**src/rtl/adc_lane_align.sv**
```systemverilog
// adc_lane_align: per-lane IDELAY sweep, window centring and bitslip
// word alignment for one deserialized ADC lane, with loss monitoring.

module adc_lane_align #(
    parameter int               WIDTH     = 8,
    parameter logic [WIDTH-1:0] PATTERN   = 8'hF0,
    parameter int               TAP_BITS  = 5,
    parameter int               SETTLE    = 16,
    parameter int               CHECK_LEN = 64
) (
    input  logic                     clk,
    input  logic                     rst_pro,
    input  logic                     start,
    input  logic [WIDTH-1:0]         data_in,
    output logic [TAP_BITS-1:0]      dly_tap,
    output logic                     dly_ld,
    output logic                     bitslip,
    output logic                     busy,
    output logic                     done,
    output logic                     locked,
    output logic                     err,
    output logic                     lost,
    output logic [TAP_BITS:0]        win_len,
    output logic [$clog2(WIDTH)-1:0] slip_cnt
);

    localparam int SW      = $clog2(WIDTH);
    localparam int CNT_MAX = (SETTLE > CHECK_LEN) ? SETTLE : CHECK_LEN;
    localparam int CW      = $clog2(CNT_MAX + 1);

    localparam logic [3:0] S_IDLE      = 4'd0;
    localparam logic [3:0] S_TAP_LD    = 4'd1;
    localparam logic [3:0] S_TAP_WAIT  = 4'd2;
    localparam logic [3:0] S_TAP_CHK   = 4'd3;
    localparam logic [3:0] S_TAP_NEXT  = 4'd4;
    localparam logic [3:0] S_CENTER_LD = 4'd5;
    localparam logic [3:0] S_SLIP_WAIT = 4'd6;
    localparam logic [3:0] S_SLIP_CHK  = 4'd7;
    localparam logic [3:0] S_SLIP      = 4'd8;
    localparam logic [3:0] S_LOCKED    = 4'd9;
    localparam logic [3:0] S_FAIL      = 4'd10;

    logic [3:0]          state_q, state_d;
    logic [TAP_BITS-1:0] tap_q, tap_d;
    logic                ld_q, ld_d;
    logic                bs_q, bs_d;
    logic                busy_q, busy_d;
    logic                done_q, done_d;
    logic                locked_q, locked_d;
    logic                err_q, err_d;
    logic                lost_q, lost_d;
    logic [TAP_BITS:0]   win_q, win_d;
    logic [SW-1:0]       slip_q, slip_d;
    logic [CW-1:0]       cnt_q, cnt_d;
    logic [WIDTH-1:0]    first_q, first_d;
    logic                rot_ok_q, rot_ok_d;
    logic                pass_q, pass_d;
    logic [TAP_BITS-1:0] run_start_q, run_start_d;
    logic [TAP_BITS:0]   run_len_q, run_len_d;
    logic [TAP_BITS-1:0] best_start_q, best_start_d;
    logic [TAP_BITS:0]   best_len_q, best_len_d;
    logic                armed_q;

    logic                go;
    logic                last_tap;
    logic                close_run;
    logic                take;
    logic [TAP_BITS-1:0] cand_start;
    logic [TAP_BITS:0]   cand_len;
    logic [TAP_BITS-1:0] fin_start;
    logic [TAP_BITS:0]   fin_len;

    function automatic logic is_rot(input logic [WIDTH-1:0] w);
        logic [WIDTH-1:0] r;
        logic             hit;
        r   = PATTERN;
        hit = 1'b0;
        for (int i = 0; i < WIDTH; i++) begin
            if (w == r) hit = 1'b1;
            r = {r[WIDTH-2:0], r[WIDTH-1]};
        end
        return hit;
    endfunction

    // armed_q masks a start seen on the first edge after reset release
    assign go = start && armed_q;

    always_comb begin
        last_tap   = &tap_q;
        cand_len   = run_len_q + {{TAP_BITS{1'b0}}, pass_q};
        cand_start = (run_len_q == '0) ? tap_q : run_start_q;
        close_run  = !pass_q || last_tap;
        take       = close_run && (cand_len > best_len_q);
        fin_len    = take ? cand_len : best_len_q;
        fin_start  = take ? cand_start : best_start_q;
    end

    always_comb begin
        state_d      = state_q;
        tap_d        = tap_q;
        ld_d         = 1'b0;
        bs_d         = 1'b0;
        busy_d       = busy_q;
        done_d       = done_q;
        locked_d     = locked_q;
        err_d        = err_q;
        lost_d       = lost_q;
        win_d        = win_q;
        slip_d       = slip_q;
        cnt_d        = cnt_q;
        first_d      = first_q;
        rot_ok_d     = rot_ok_q;
        pass_d       = pass_q;
        run_start_d  = run_start_q;
        run_len_d    = run_len_q;
        best_start_d = best_start_q;
        best_len_d   = best_len_q;

        unique case (state_q)
            S_TAP_LD, S_CENTER_LD: begin
                ld_d    = 1'b1;
                cnt_d   = '0;
                state_d = (state_q == S_TAP_LD) ? S_TAP_WAIT : S_SLIP_WAIT;
            end
            S_TAP_WAIT: begin
                if (cnt_q == CW'(SETTLE - 1)) begin
                    cnt_d   = '0;
                    state_d = S_TAP_CHK;
                end else begin
                    cnt_d = cnt_q + 1'b1;
                end
            end
            S_TAP_CHK: begin
                if (cnt_q == '0) begin
                    first_d  = data_in;
                    rot_ok_d = is_rot(data_in);
                    cnt_d    = cnt_q + 1'b1;
                end else if (data_in != first_q) begin
                    pass_d  = 1'b0;
                    state_d = S_TAP_NEXT;
                end else if (cnt_q == CW'(CHECK_LEN - 1)) begin
                    pass_d  = rot_ok_q;
                    state_d = S_TAP_NEXT;
                end else begin
                    cnt_d = cnt_q + 1'b1;
                end
            end
            S_TAP_NEXT: begin
                if (close_run) begin
                    run_len_d    = '0;
                    best_len_d   = fin_len;
                    best_start_d = fin_start;
                end else begin
                    run_len_d   = cand_len;
                    run_start_d = cand_start;
                end
                if (!last_tap) begin
                    tap_d   = tap_q + 1'b1;
                    state_d = S_TAP_LD;
                end else if (fin_len == '0) begin
                    state_d  = S_FAIL;
                    done_d   = 1'b1;
                    err_d    = 1'b1;
                    busy_d   = 1'b0;
                    locked_d = 1'b0;
                end else begin
                    tap_d   = fin_start + TAP_BITS'((fin_len - 1'b1) >> 1);
                    win_d   = fin_len;
                    state_d = S_CENTER_LD;
                end
            end
            S_SLIP_WAIT: begin
                if (cnt_q == CW'(SETTLE - 1)) begin
                    cnt_d   = '0;
                    state_d = S_SLIP_CHK;
                end else begin
                    cnt_d = cnt_q + 1'b1;
                end
            end
            S_SLIP_CHK: begin
                if (data_in == PATTERN) begin
                    state_d  = S_LOCKED;
                    done_d   = 1'b1;
                    busy_d   = 1'b0;
                    locked_d = 1'b1;
                end else if (slip_q == SW'(WIDTH - 1)) begin
                    state_d  = S_FAIL;
                    done_d   = 1'b1;
                    err_d    = 1'b1;
                    busy_d   = 1'b0;
                    locked_d = 1'b0;
                end else begin
                    state_d = S_SLIP;
                end
            end
            S_SLIP: begin
                bs_d    = 1'b1;
                slip_d  = slip_q + 1'b1;
                cnt_d   = '0;
                state_d = S_SLIP_WAIT;
            end
            S_LOCKED: begin
                if (data_in != PATTERN) begin
                    locked_d = 1'b0;
                    lost_d   = 1'b1;
                end
            end
            default: ;
        endcase

        if (go && (state_q == S_IDLE || state_q == S_LOCKED ||
                   state_q == S_FAIL)) begin
            state_d    = S_TAP_LD;
            busy_d     = 1'b1;
            done_d     = 1'b0;
            err_d      = 1'b0;
            lost_d     = 1'b0;
            locked_d   = 1'b0;
            win_d      = '0;
            slip_d     = '0;
            tap_d      = '0;
            run_len_d  = '0;
            best_len_d = '0;
            best_start_d = '0;
        end
    end

    always_ff @(posedge clk or posedge rst_pro) begin
        if (rst_pro) begin
            state_q      <= S_IDLE;
            tap_q        <= '0;
            ld_q         <= 1'b0;
            bs_q         <= 1'b0;
            busy_q       <= 1'b0;
            done_q       <= 1'b0;
            locked_q     <= 1'b0;
            err_q        <= 1'b0;
            lost_q       <= 1'b0;
            win_q        <= '0;
            slip_q       <= '0;
            cnt_q        <= '0;
            first_q      <= '0;
            rot_ok_q     <= 1'b0;
            pass_q       <= 1'b0;
            run_start_q  <= '0;
            run_len_q    <= '0;
            best_start_q <= '0;
            best_len_q   <= '0;
            armed_q      <= 1'b0;
        end else begin
            state_q      <= state_d;
            tap_q        <= tap_d;
            ld_q         <= ld_d;
            bs_q         <= bs_d;
            busy_q       <= busy_d;
            done_q       <= done_d;
            locked_q     <= locked_d;
            err_q        <= err_d;
            lost_q       <= lost_d;
            win_q        <= win_d;
            slip_q       <= slip_d;
            cnt_q        <= cnt_d;
            first_q      <= first_d;
            rot_ok_q     <= rot_ok_d;
            pass_q       <= pass_d;
            run_start_q  <= run_start_d;
            run_len_q    <= run_len_d;
            best_start_q <= best_start_d;
            best_len_q   <= best_len_d;
            armed_q      <= 1'b1;
        end
    end

    assign dly_tap  = tap_q;
    assign dly_ld   = ld_q;
    assign bitslip  = bs_q;
    assign busy     = busy_q;
    assign done     = done_q;
    assign locked   = locked_q;
    assign err      = err_q;
    assign lost     = lost_q;
    assign win_len  = win_q;
    assign slip_cnt = slip_q;

endmodule

```
**config.mk**
```make
export PLATFORM = sky130hd
export DESIGN_NAME = adc_lane_align
export DESIGN_NICKNAME = d
export VERILOG_FILES = /design/src/rtl/adc_lane_align.sv
export SDC_FILE = /design/constraint.sdc
export NUM_CORES = 1
export LEC_CHECK = 0
export ABC_AREA = 1
export ABC_CLOCK_PERIOD_IN_PS = 4300
export BUFFER_PORTS_ARGS = -buffer_cell sky130_fd_sc_hd__buf_2
export CORE_ASPECT_RATIO = 0.6
export CORE_MARGIN = 8
export CORE_UTILIZATION = 55
export CTS_CLUSTER_SIZE = 25
export DETAILED_ROUTE_END_ITERATION = 10
export PLACE_DENSITY = 0.83
export SKIP_LAST_GASP = 1
export SLEW_MARGIN = 10
export SYNTH_ARGS = -nofsm -noshare
export SYNTH_HDL_FRONTEND = slang
export SYNTH_SLANG_ARGS = --single-unit
```
**constraint.sdc**
```tcl
create_clock -name clk -period 4.3 [get_ports clk]
set_input_delay 0.86 -clock clk [delete_from_list [all_inputs] [get_ports clk]]
set_output_delay 0.86 -clock clk [all_outputs]
set_load 0.02 [all_outputs]
```
==> key figures <==
Status
  – Outcome: completed

Setup path
  – Critical Path Fanout Max: 6
  – Crit-path max cell delay: 430 ps
  – Critical Path End Type: flop
  – R2r startpoint: pass_q
  – Critical Path Start: pass_q
  – Cell at the slowest stage of the critical path: dfrtp_2
  – CP endpoint: dly_tap[4]
  – Startpoint types: flop
  – CP most frequent cell: nand2_1
  – R2R cell count: 28
  – Flop-to-flop setup slack: 180 ps
  – WS Path Type: flop to flop
  – Critical Path AT: 4390 ps
  – CP required: 4570 ps
  – Reg-to-reg critical path endpoint: dly_tap[4]

Placement
  – GP Congestion: 0.960
  – Dpl hpwl: 7420 µm
  – IO buf count: 31
  – Pre-CTS setup slack: 142 ps

Logic synthesis
  – Synth async-reset ratio: 100%
  – Post-synthesis cell type count: 41
  – Top cells by area, synth: dfrtp_1 (41%), nand2_1 (10%), inv_1 (6.9%), nand3_1 (6.4%), ha_1 (5.9%)
  – Cell area after synthesis: 4010 µm²
  – Mapped Cells: 518
  – Top cell type by total area after synthesis: dfrtp_1
  – Post-synth top cells: nand2_1 (112), inv_1 (74), dfrtp_1 (65)
  – #FFs+latches synth: 65
  – Synth Flop Type: dfrtp_1
  – Mean Syn Cell Area: 7.74 µm²
  – Post-synth EDFFs: 0
  – Syn_nets: 549
  – Yosys top cell area share: 40.6%
  – Synth warn: 0
  – Sequential fraction of the synthesis area: 40.6%
  – Most common cell in the netlist: nand2_1

STA
  – Slew headroom: 35.1%
  – Clock Skew: 8.75 ps
  – Final Worst Setup Slack: 182 ps
  – Setup violators final: 0
  – Fin Hold WS: 489 ps
  – Post-route minimum period: 4120 ps
  – Slew @ Worst Pin: 973 ps
  – Fin crit share: 95.8%
  – Setup TNS: 0 ps
  – Final Hold Fails: 0
  – Fmax: 243 MHz
  – Final Max Slew Viols: 0

Cells and area
  – Total Nets Final: 593
  – Multi-input gate area: 2060 µm²
  – Area growth syn-to-layout: 15.5%
  – Reg area: 1630 µm²
  – Share of cells above drive strength 1: 15.9%
  – Number of diodes: 0
  – Filler Cells Inserted: 604

Die
  – Num ports: 32
  – Die H: 82.1 µm
  – Initial core utilization: 56.1%
  – Row count: 24
  – Die Width: 126 µm
  – Die area: 10400 µm²
  – Core box area: 7150 µm²

Detailed routing
  – Via count: 3663
  – Total Wirelength: 10100 µm
  – DRC Markers: 0
  – Initial drt markers: 486
  – Vias/cell: 5.57
  – Routed Antenna Nets: 0
  – Wirelength per Cell: 15.3 µm
  – Number of detailed-route iterations in the first pass: 5

CTS
  – Clock sinks: 65
  – Root Driver: clkbuf_16
  – Max Root-Sink Buffers: 2
  – CTS clock-pin slew for the worst setup and hold paths: 50 ps
  – CTS Buf Count: 9
  – Hold buffer count at CTS: 0
  – CTS HTree Levels: 3
  – Worst-Skew Late Latency: 330 ps
  – CTS tree: built

Global route
  – Largest net degree at the start of global routing: 48
  – First-pass GRT wire length: 16700 µm
  – GRT Overall Usage: 20.2%
  – Grt total ovfl: 0
  – Vias in the first global route: 3385
  – Initial antenna violation count: 0

Power
  – Pwr dens: 831 nW/µm²
  – Leakage power: 2.38 nW
  – Max rail drop VDD: 0.403 mV

Flow run
  – Max Cap Viol: 0

Worst hold path
  – Min-delay worst type: flop to flop
power by group:
part | internal (W) | leakage, nW | total [W] | switching (W)
clock network | 0.000418 | 0.137 | 0.000686 | 0.000268
registers | 0.000806 | 0.852 | 0.000950 | 0.000144
logic | 0.000792 | 1.39 | 0.00221 | 0.00142
registers in the layout, summed over array words and instances, names as in the netlist:
name / count
win_len: 6
best_start_q: 5
locked: 1
dly_tap: 5
busy: 1
pass_q: 1
armed_q: 1
first_q: 8
bitslip: 1
slip_cnt: 3
run_start_q: 5
rot_ok_q: 1
best_len_q: 6
dly_ld: 1
err: 1
state_q: 4
done: 1
cnt_q: 7
run_len_q: 6
lost: 1
placed cells by master, fill, tap and decap left out, drive strengths merged, types with 3 or more instances in the layout:
cell type and instances:
dfrtp 65, mux2i 4, nand4 6, nand3 54, nand2 122, inv 76, buf 44, nor2 48
a22oi 3, o22ai 9, o21ai 51, nor3 7, clkbuf 11, ha 19, xor2 5, o31ai 5
xnor2 10, clkinv 4, a21oi 10
worst min path at each step:
stage	start	slack, ps	cells past startpoint	endpoint
final	busy	490	2	busy
after floorplan	run_start_q[0]	450	2	run_start_q[0]
after global placement	busy	460	2	busy
after detailed placement	done	480	2	done
after CTS	run_start_q[2]	500	2	run_start_q[2]
after global routing	done	510	2	done
area by class of cell:
class	count	area share [%]
inverter	77	6.24
clock buffer	11	5.46
tap	91	2.46
timing repair buffer	44	5.46
clock inverter	5	0.649
sequential	65	35.2
multi-input combinational	365	44.6
worst max-delay path, delay by kind of cell (launching register included):
family	cells	cell delay, ps
adder cells (fa/ha/maj)	4	1080
XOR/XNOR	1	190
AO/OA/AOI/OAI	3	520
buffers and inverters	4	310
AND/OR/NAND/NOR	16	1520
flip-flops	1	430
kinds of logic after synthesis:
family / Yosys count / share of synthesized area (%)
simple gates: 238 / 27.1
xor+xnor: 15 / 3.28
flops: 65 / 40.6
buf+inv: 88 / 8.77
fa+ha+maj: 20 / 6.43
compound gates: 87 / 12.7
other cells: 1 / 0.0936
mux: 4 / 0.999
per-layer routing:
| layer | share of wire (%) | global-route usage (%) | vias to the layer above | wire (µm) |
|---|---|---|---|---|
| li1 | - | - | 1782 | - |
| met5 | 0 | 0 | - | 0 |
| met4 | 1.1 | 5.36 | 0 | 114 |
| met2 | 42 | 29.1 | 155 | 4190 |
| met1 | 49 | 29.3 | 1714 | 4930 |
| met3 | 8.5 | 5.64 | 12 | 857 |
timing repair:
action	4_1_cts	5_1_grt
endpoints found under the setup margin	0	1
setup buffers	0	10
gates resized for setup	0	6
per-stage QoR:
stage / total power (W) / util, % / instances / instance area, µm²
after floorplan: 0.00240 / - / 518 / 4010
after global placement: 0.00282 / 59.3 / 632 / 4240
after detailed placement: 0.00288 / 59.3 / 632 / 4240
after CTS: 0.00360 / 63.2 / 648 / 4520
after global routing: 0.00410 / 64.8 / 658 / 4630
final: 0.00384 / 64.8 / 658 / 4630
(Power assumes the default switching activity.)
